<file path="config.mk">
export PLATFORM = sky130hd
export DESIGN_NAME = prog_loader
export DESIGN_NICKNAME = d
export VERILOG_FILES = /design/src/rtl/prog_loader.sv
export SDC_FILE = /design/constraint.sdc
export NUM_CORES = 1
export LEC_CHECK = 0
export CAP_MARGIN = 0
export CORE_MARGIN = 1
export CORE_UTILIZATION = 45
export CTS_CLUSTER_DIAMETER = 120
export CTS_CLUSTER_SIZE = 12
export DETAILED_ROUTE_END_ITERATION = 8
export PLACE_DENSITY = 0.75
export SETUP_SLACK_MARGIN = 0.1
export SYNTH_ARGS = -nofsm -noshare
export SYNTH_HDL_FRONTEND = slang
export SYNTH_SLANG_ARGS = --single-unit
</file>
<file path="constraint.sdc">
create_clock -name clk -period 1.86 [get_ports clk]
set_clock_uncertainty 0.1 [all_clocks]
set_input_delay 0.279 -clock clk [delete_from_list [all_inputs] [get_ports clk]]
set_output_delay 0.279 -clock clk [all_outputs]
set_load 0.03 [all_outputs]
</file>
<file path="src/rtl/prog_loader.sv">
// prog_loader: receives a framed program (length, instruction words, XOR
// checksum) and writes it into program memory while holding the processor
// core in reset. The core is released only after a load whose checksum matches.
module prog_loader #(
    parameter int DATA_SIZE = 6,
    parameter int ADDR_SIZE = 5
) (
    input  logic                 clk,
    input  logic                 rstn,
    input  logic                 start,
    input  logic                 in_valid,
    input  logic [DATA_SIZE-1:0] in_data,
    output logic                 in_ready,
    output logic                 mem_we,
    output logic [ADDR_SIZE-1:0] mem_addr,
    output logic [DATA_SIZE-1:0] mem_wdata,
    output logic                 core_rstn,
    output logic                 busy,
    output logic                 load_done,
    output logic                 load_err
);

    typedef enum logic [2:0] {
        IDLE = 3'd0,
        HDR  = 3'd1,
        LOAD = 3'd2,
        CHK  = 3'd3,
        DONE = 3'd4,
        ERR  = 3'd5
    } state_t;

    // Counter/length need one extra bit so a full-depth length fits.
    localparam int            CW      = ADDR_SIZE + 1;
    localparam logic [31:0]   DEPTH   = 32'd1 << ADDR_SIZE;
    localparam logic [CW-1:0] CNT_ONE = {{ADDR_SIZE{1'b0}}, 1'b1};

    // Running checksum step: XOR accumulation of instruction words.
    function automatic logic [DATA_SIZE-1:0] csum_update(
        input logic [DATA_SIZE-1:0] acc,
        input logic [DATA_SIZE-1:0] word
    );
        return acc ^ word;
    endfunction

    state_t                 state_q;
    logic [CW-1:0]          cnt_q;
    logic [CW-1:0]          len_q;
    logic [DATA_SIZE-1:0]   csum_q;
    logic                   in_ready_q;
    logic                   busy_q;
    logic                   mem_we_q;
    logic [ADDR_SIZE-1:0]   mem_addr_q;
    logic [DATA_SIZE-1:0]   mem_wdata_q;
    logic                   core_rstn_q;
    logic                   load_done_q;
    logic                   load_err_q;

    logic                   xfer_s;
    logic [31:0]            len_ext_s;
    logic                   len_ok_s;
    logic [CW-1:0]          cnt_inc_s;

    assign xfer_s    = in_valid && in_ready_q;
    assign len_ext_s = 32'(in_data);
    assign len_ok_s  = (len_ext_s >= 32'd1) && (len_ext_s <= DEPTH);
    assign cnt_inc_s = cnt_q + CNT_ONE;

    // Loader FSM: state, counters, checksum and all registered outputs.
    always_ff @(posedge clk or negedge rstn) begin
        if (!rstn) begin
            state_q     <= IDLE;
            cnt_q       <= '0;
            len_q       <= '0;
            csum_q      <= '0;
            in_ready_q  <= 1'b0;
            busy_q      <= 1'b0;
            mem_we_q    <= 1'b0;
            mem_addr_q  <= '0;
            mem_wdata_q <= '0;
            core_rstn_q <= 1'b0;
            load_done_q <= 1'b0;
            load_err_q  <= 1'b0;
        end else begin
            // The write strobe is a single-cycle pulse following a LOAD transfer.
            mem_we_q <= 1'b0;
            case (state_q)
                IDLE, DONE, ERR: begin
                    if (start) begin
                        // Re-hold the core on the same edge a (re)load begins.
                        state_q     <= HDR;
                        cnt_q       <= '0;
                        csum_q      <= '0;
                        core_rstn_q <= 1'b0;
                        load_done_q <= 1'b0;
                        load_err_q  <= 1'b0;
                        in_ready_q  <= 1'b1;
                        busy_q      <= 1'b1;
                    end else begin
                        state_q <= state_q;
                    end
                end
                HDR: begin
                    if (xfer_s) begin
                        if (len_ok_s) begin
                            state_q <= LOAD;
                            len_q   <= len_ext_s[CW-1:0];
                        end else begin
                            state_q     <= ERR;
                            in_ready_q  <= 1'b0;
                            busy_q      <= 1'b0;
                            core_rstn_q <= 1'b0;
                            load_err_q  <= 1'b1;
                        end
                    end else begin
                        state_q <= HDR;
                    end
                end
                LOAD: begin
                    if (xfer_s) begin
                        mem_we_q    <= 1'b1;
                        mem_addr_q  <= cnt_q[ADDR_SIZE-1:0];
                        mem_wdata_q <= in_data;
                        csum_q      <= csum_update(csum_q, in_data);
                        cnt_q       <= cnt_inc_s;
                        if (cnt_inc_s == len_q) begin
                            state_q <= CHK;
                        end else begin
                            state_q <= LOAD;
                        end
                    end else begin
                        state_q <= LOAD;
                    end
                end
                CHK: begin
                    if (xfer_s) begin
                        in_ready_q <= 1'b0;
                        busy_q     <= 1'b0;
                        if (in_data == csum_q) begin
                            state_q     <= DONE;
                            core_rstn_q <= 1'b1;
                            load_done_q <= 1'b1;
                        end else begin
                            state_q     <= ERR;
                            core_rstn_q <= 1'b0;
                            load_err_q  <= 1'b1;
                        end
                    end else begin
                        state_q <= CHK;
                    end
                end
                default: begin
                    state_q     <= IDLE;
                    in_ready_q  <= 1'b0;
                    busy_q      <= 1'b0;
                    core_rstn_q <= 1'b0;
                    load_done_q <= 1'b0;
                    load_err_q  <= 1'b0;
                end
            endcase
        end
    end

    assign in_ready  = in_ready_q;
    assign busy      = busy_q;
    assign mem_we    = mem_we_q;
    assign mem_addr  = mem_addr_q;
    assign mem_wdata = mem_wdata_q;
    assign core_rstn = core_rstn_q;
    assign load_done = load_done_q;
    assign load_err  = load_err_q;

endmodule
</file>
==> flow_summary.json <==
{
  "outcome": "completed",
  "io_pins": 27,
  "antenna_cells": 0,
  "clkTransAtPathRegs_ps": 70,
  "synthFlopType": "dfrtp_1",
  "pwr-share-comb_pct": 40.6,
  "p_sw_share_pct": 34.90,
  "dp_hpwl_mm": 3.004,
  "drtIter0Drc": 116,
  "synth_edf_count": 0,
  "chipHeight_um": 66.24,
  "min_period_ps": 1765,
  "r2r_slack_ps": 140,
  "fp-row-count": 22,
  "synthToLayoutAreaGrowth_pct": 35.92,
  "ant_nets": 0,
  "via_per_inst": 5.403,
  "overflow": 0,
  "root_buffer": "clkbuf_8",
  "drv_slew": 0,
  "power.total_mw": 3.092,
  "timing.max_cap.violations": 0,
  "route.detailed.drc": 0,
  "synth_cell_type_count": 35,
  "grt_usage_pct": 21.40,
  "hp-class": "in -> reg",
  "placed_cell_area_sq_um": 2341,
  "slowest_delay_ps": 540,
  "async_flop_share_pct": 100.0,
  "arrival_ps": 1840,
  "power.switching_mw": 1.079,
  "syn_inst": 199,
  "seq_area_frac_synth_pct": 49.87,
  "leakage_nw": 1.209,
  "crit_chain": "buf_6 -> or4_4 -> nor2_4 -> xor2_2 -> buf_4 -> a211oi_2 -> buf_4 -> a32o_1",
  "cts.sinks": 37,
  "h-tree-depth": 2,
  "synth.avg_cell_area_sq_um": 9.331,
  "grt_pass1_wl_mm": 6.879,
  "synthTopCellsByArea": "dfrtp_1, nand2_1, o21ai_0",
  "critPathKind": "in -> reg",
  "antenna_found_initial": 0,
  "pre_cts_slack_ps": -585.2,
  "timing.slew.headroom_pct": 55.92,
  "cp.required_ps": 1930,
  "worstPathMaxFanout": 4,
  "worstSetupEndpointType": "flip-flop",
  "first_pass_iters": 4,
  "routed_wl_mm": 4.233,
  "hold_viol_final": 0,
  "finish.instance_area_sq_um": 2524,
  "synth_nets": 210,
  "max_clock_freq_mhz": 566.7,
  "yosysWarningCount": 0,
  "ir_drop_uv": 674.2,
  "intPower_mw": 2.013,
  "num_vias": 1621,
  "powerDensity_nw_per_um2": 1225,
  "grt_max_degree": 32,
  "worst_path_dominant_cell_family": "simple AND/OR/NAND/NOR gates",
  "cp-start-kind": "input port",
  "setup_ws_ps": 95.41,
  "drive_above_1_share_pct": 25.00,
  "die-area_sq_um": 4387,
  "rsz0062_at_grt": "yes",
  "first_global_vias": 1448,
  "clkPwrFrac_pct": 22.3,
  "die_x_um": 66.24,
  "fin_hold_ws_ps": 254.4,
  "synth_top_area_share_pct": 49.87,
  "avgRoutedWirePerCell_um": 14.11,
  "syn_area_sq_um": 1857,
  "synth_area_leader_cell": "dfrtp_1",
  "clk_latency_ps": 290,
  "finalSetupTns_ps": 0,
  "tightest_slew_ps": 661.3,
  "fin_nets": 262,
  "core_area_sq_um": 3799,
  "cts_buffer_depth": 2,
  "crit_slowest_cell": "or4_4",
  "ys_ff_latch": 37,
  "port-buffer-count": 26,
  "period_share_pct": 94.87,
  "initial_core_util_pct": 48.88,
  "cts_tree": "yes",
  "pwr-share-seq_pct": 37.1,
  "cts_buffers": 5,
  "gp_congestion": 0.8703,
  "critPathBufInv": 3,
  "finalSetupViolCount": 0,
  "critical_path.most_common_cell": "buf_4"
}
-- per-stage QoR --
stage                     instances  utilization, %
after floorplan                 199               -
after global placement          290           61.63
after detailed placement        290           61.63
after CTS                       300           65.35
after global routing            300           66.44
final                           300           66.44
-- cells in the mapped netlist, drive strengths merged (3+ instances only) --
cell	number
nand2	44
dfrtp	37
o21ai	23
nor2	20
xor2	11
nand3	9
clkbuf	6
mux2	6
a21oi	4
buf	4
inv	4
xnor2	4
a211oi	3
nand2b	3
-- layout by cell type (no fill, tap or decap), types with 5 or more instances in the layout --
master	instances
clkdlybuf4s50_1	19
buf_4	22
xor2_1	10
nand3_1	9
nor2_1	18
o21ai_0	7
nand2_1	44
mux2_4	6
clkbuf_8	5
dfrtp_1	36
buf_6	6
o21ai_1	14
-- layer usage --
layer,wire (um),global-route usage (%),vias to the layer above
met5,0,0,-
met4,82,7.447,0
met3,311,4.828,10
met2,1953,32.27,74
met1,1884,30.18,768
li1,-,-,769
-- worst register-to-register path: cells and delay by family (launching register included) --
| family | cells | cell delay, ps |
|---|---|---|
| and+or+nand+nor | 2 | 720 |
| AOI/OAI and AO/OA | 2 | 240 |
| buffers and inverters | 1 | 140 |
| DFF | 1 | 400 |
-- cell families after synthesis --
| kind of cell | share of synthesized area (%) |
|---|---|
| adders and majority gates | 0.6737 |
| and+or+nand+nor | 21.36 |
| AOI/OAI and AO/OA | 12.40 |
| xor gates and xnor gates | 7.480 |
| DFF | 49.87 |
| buffers and inverters | 3.369 |
| muxes | 4.852 |
-- state kept, by name, indices dropped and copies added (netlist names) --
signal     count
core_rstn      1
mem_wdata      6
load_done      1
len_q          6
load_err       1
mem_addr       5
busy           1
cnt_q          6
state_q        3
csum_q         6
mem_we         1
-- layout make-up --
class	instances	area [sq um]
clock buffers	6	72.57
clock inverters	2	38.79
fillers	288	1275
inverters	4	15.01
multi-input cells	148	907.1
flip-flops and latches	37	927.1
well taps	48	60.06
repair buffers	55	503.0
-- timing repair --
item                                   4_1_cts  5_1_grt
gates resized for setup                     21       14
setup endpoints to repair                   19       14
pin swaps                                    4        2
buffers inserted                             1        0
hold buffers                                 1        0
endpoints found under the hold margin       29        0
-- path summary, 6_finish.rpt --
path	cells after the start	startpoint	end
max	8	in_data[2]	core_rstn$_DFFE_PN0P_
max in group asynchronous	3	rstn	busy$_DFFE_PN0P_
min	3	in_data[2]	len_q[2]$_DFFE_PN0P_
min in group asynchronous	2	rstn	mem_addr[2]$_DFFE_PN0P_
max reg2reg	5	state_q[2]$_DFFE_PN0P_	cnt_q[5]$_DFFE_PN0P_
min reg2reg	2	mem_addr[1]$_DFFE_PN0P_	mem_addr[1]$_DFFE_PN0P_
-- power by group through the flow --
| stage | Combinational, mW | Clock [mW] | Sequential (mW) |
|---|---|---|---|
| 2_1_floorplan | 0.643 | 0 | 1.26 |
| 3_3_place_gp | 1.18 | 0 | 1.15 |
| 3_5_place_dp | 1.20 | 0 | 1.16 |
| 4_1_cts | 1.22 | 0.692 | 1.14 |
| 5_1_grt | 1.35 | 0.739 | 1.17 |
| 6_report | 1.26 | 0.690 | 1.15 |
Power figures use the tool's default switching activity.
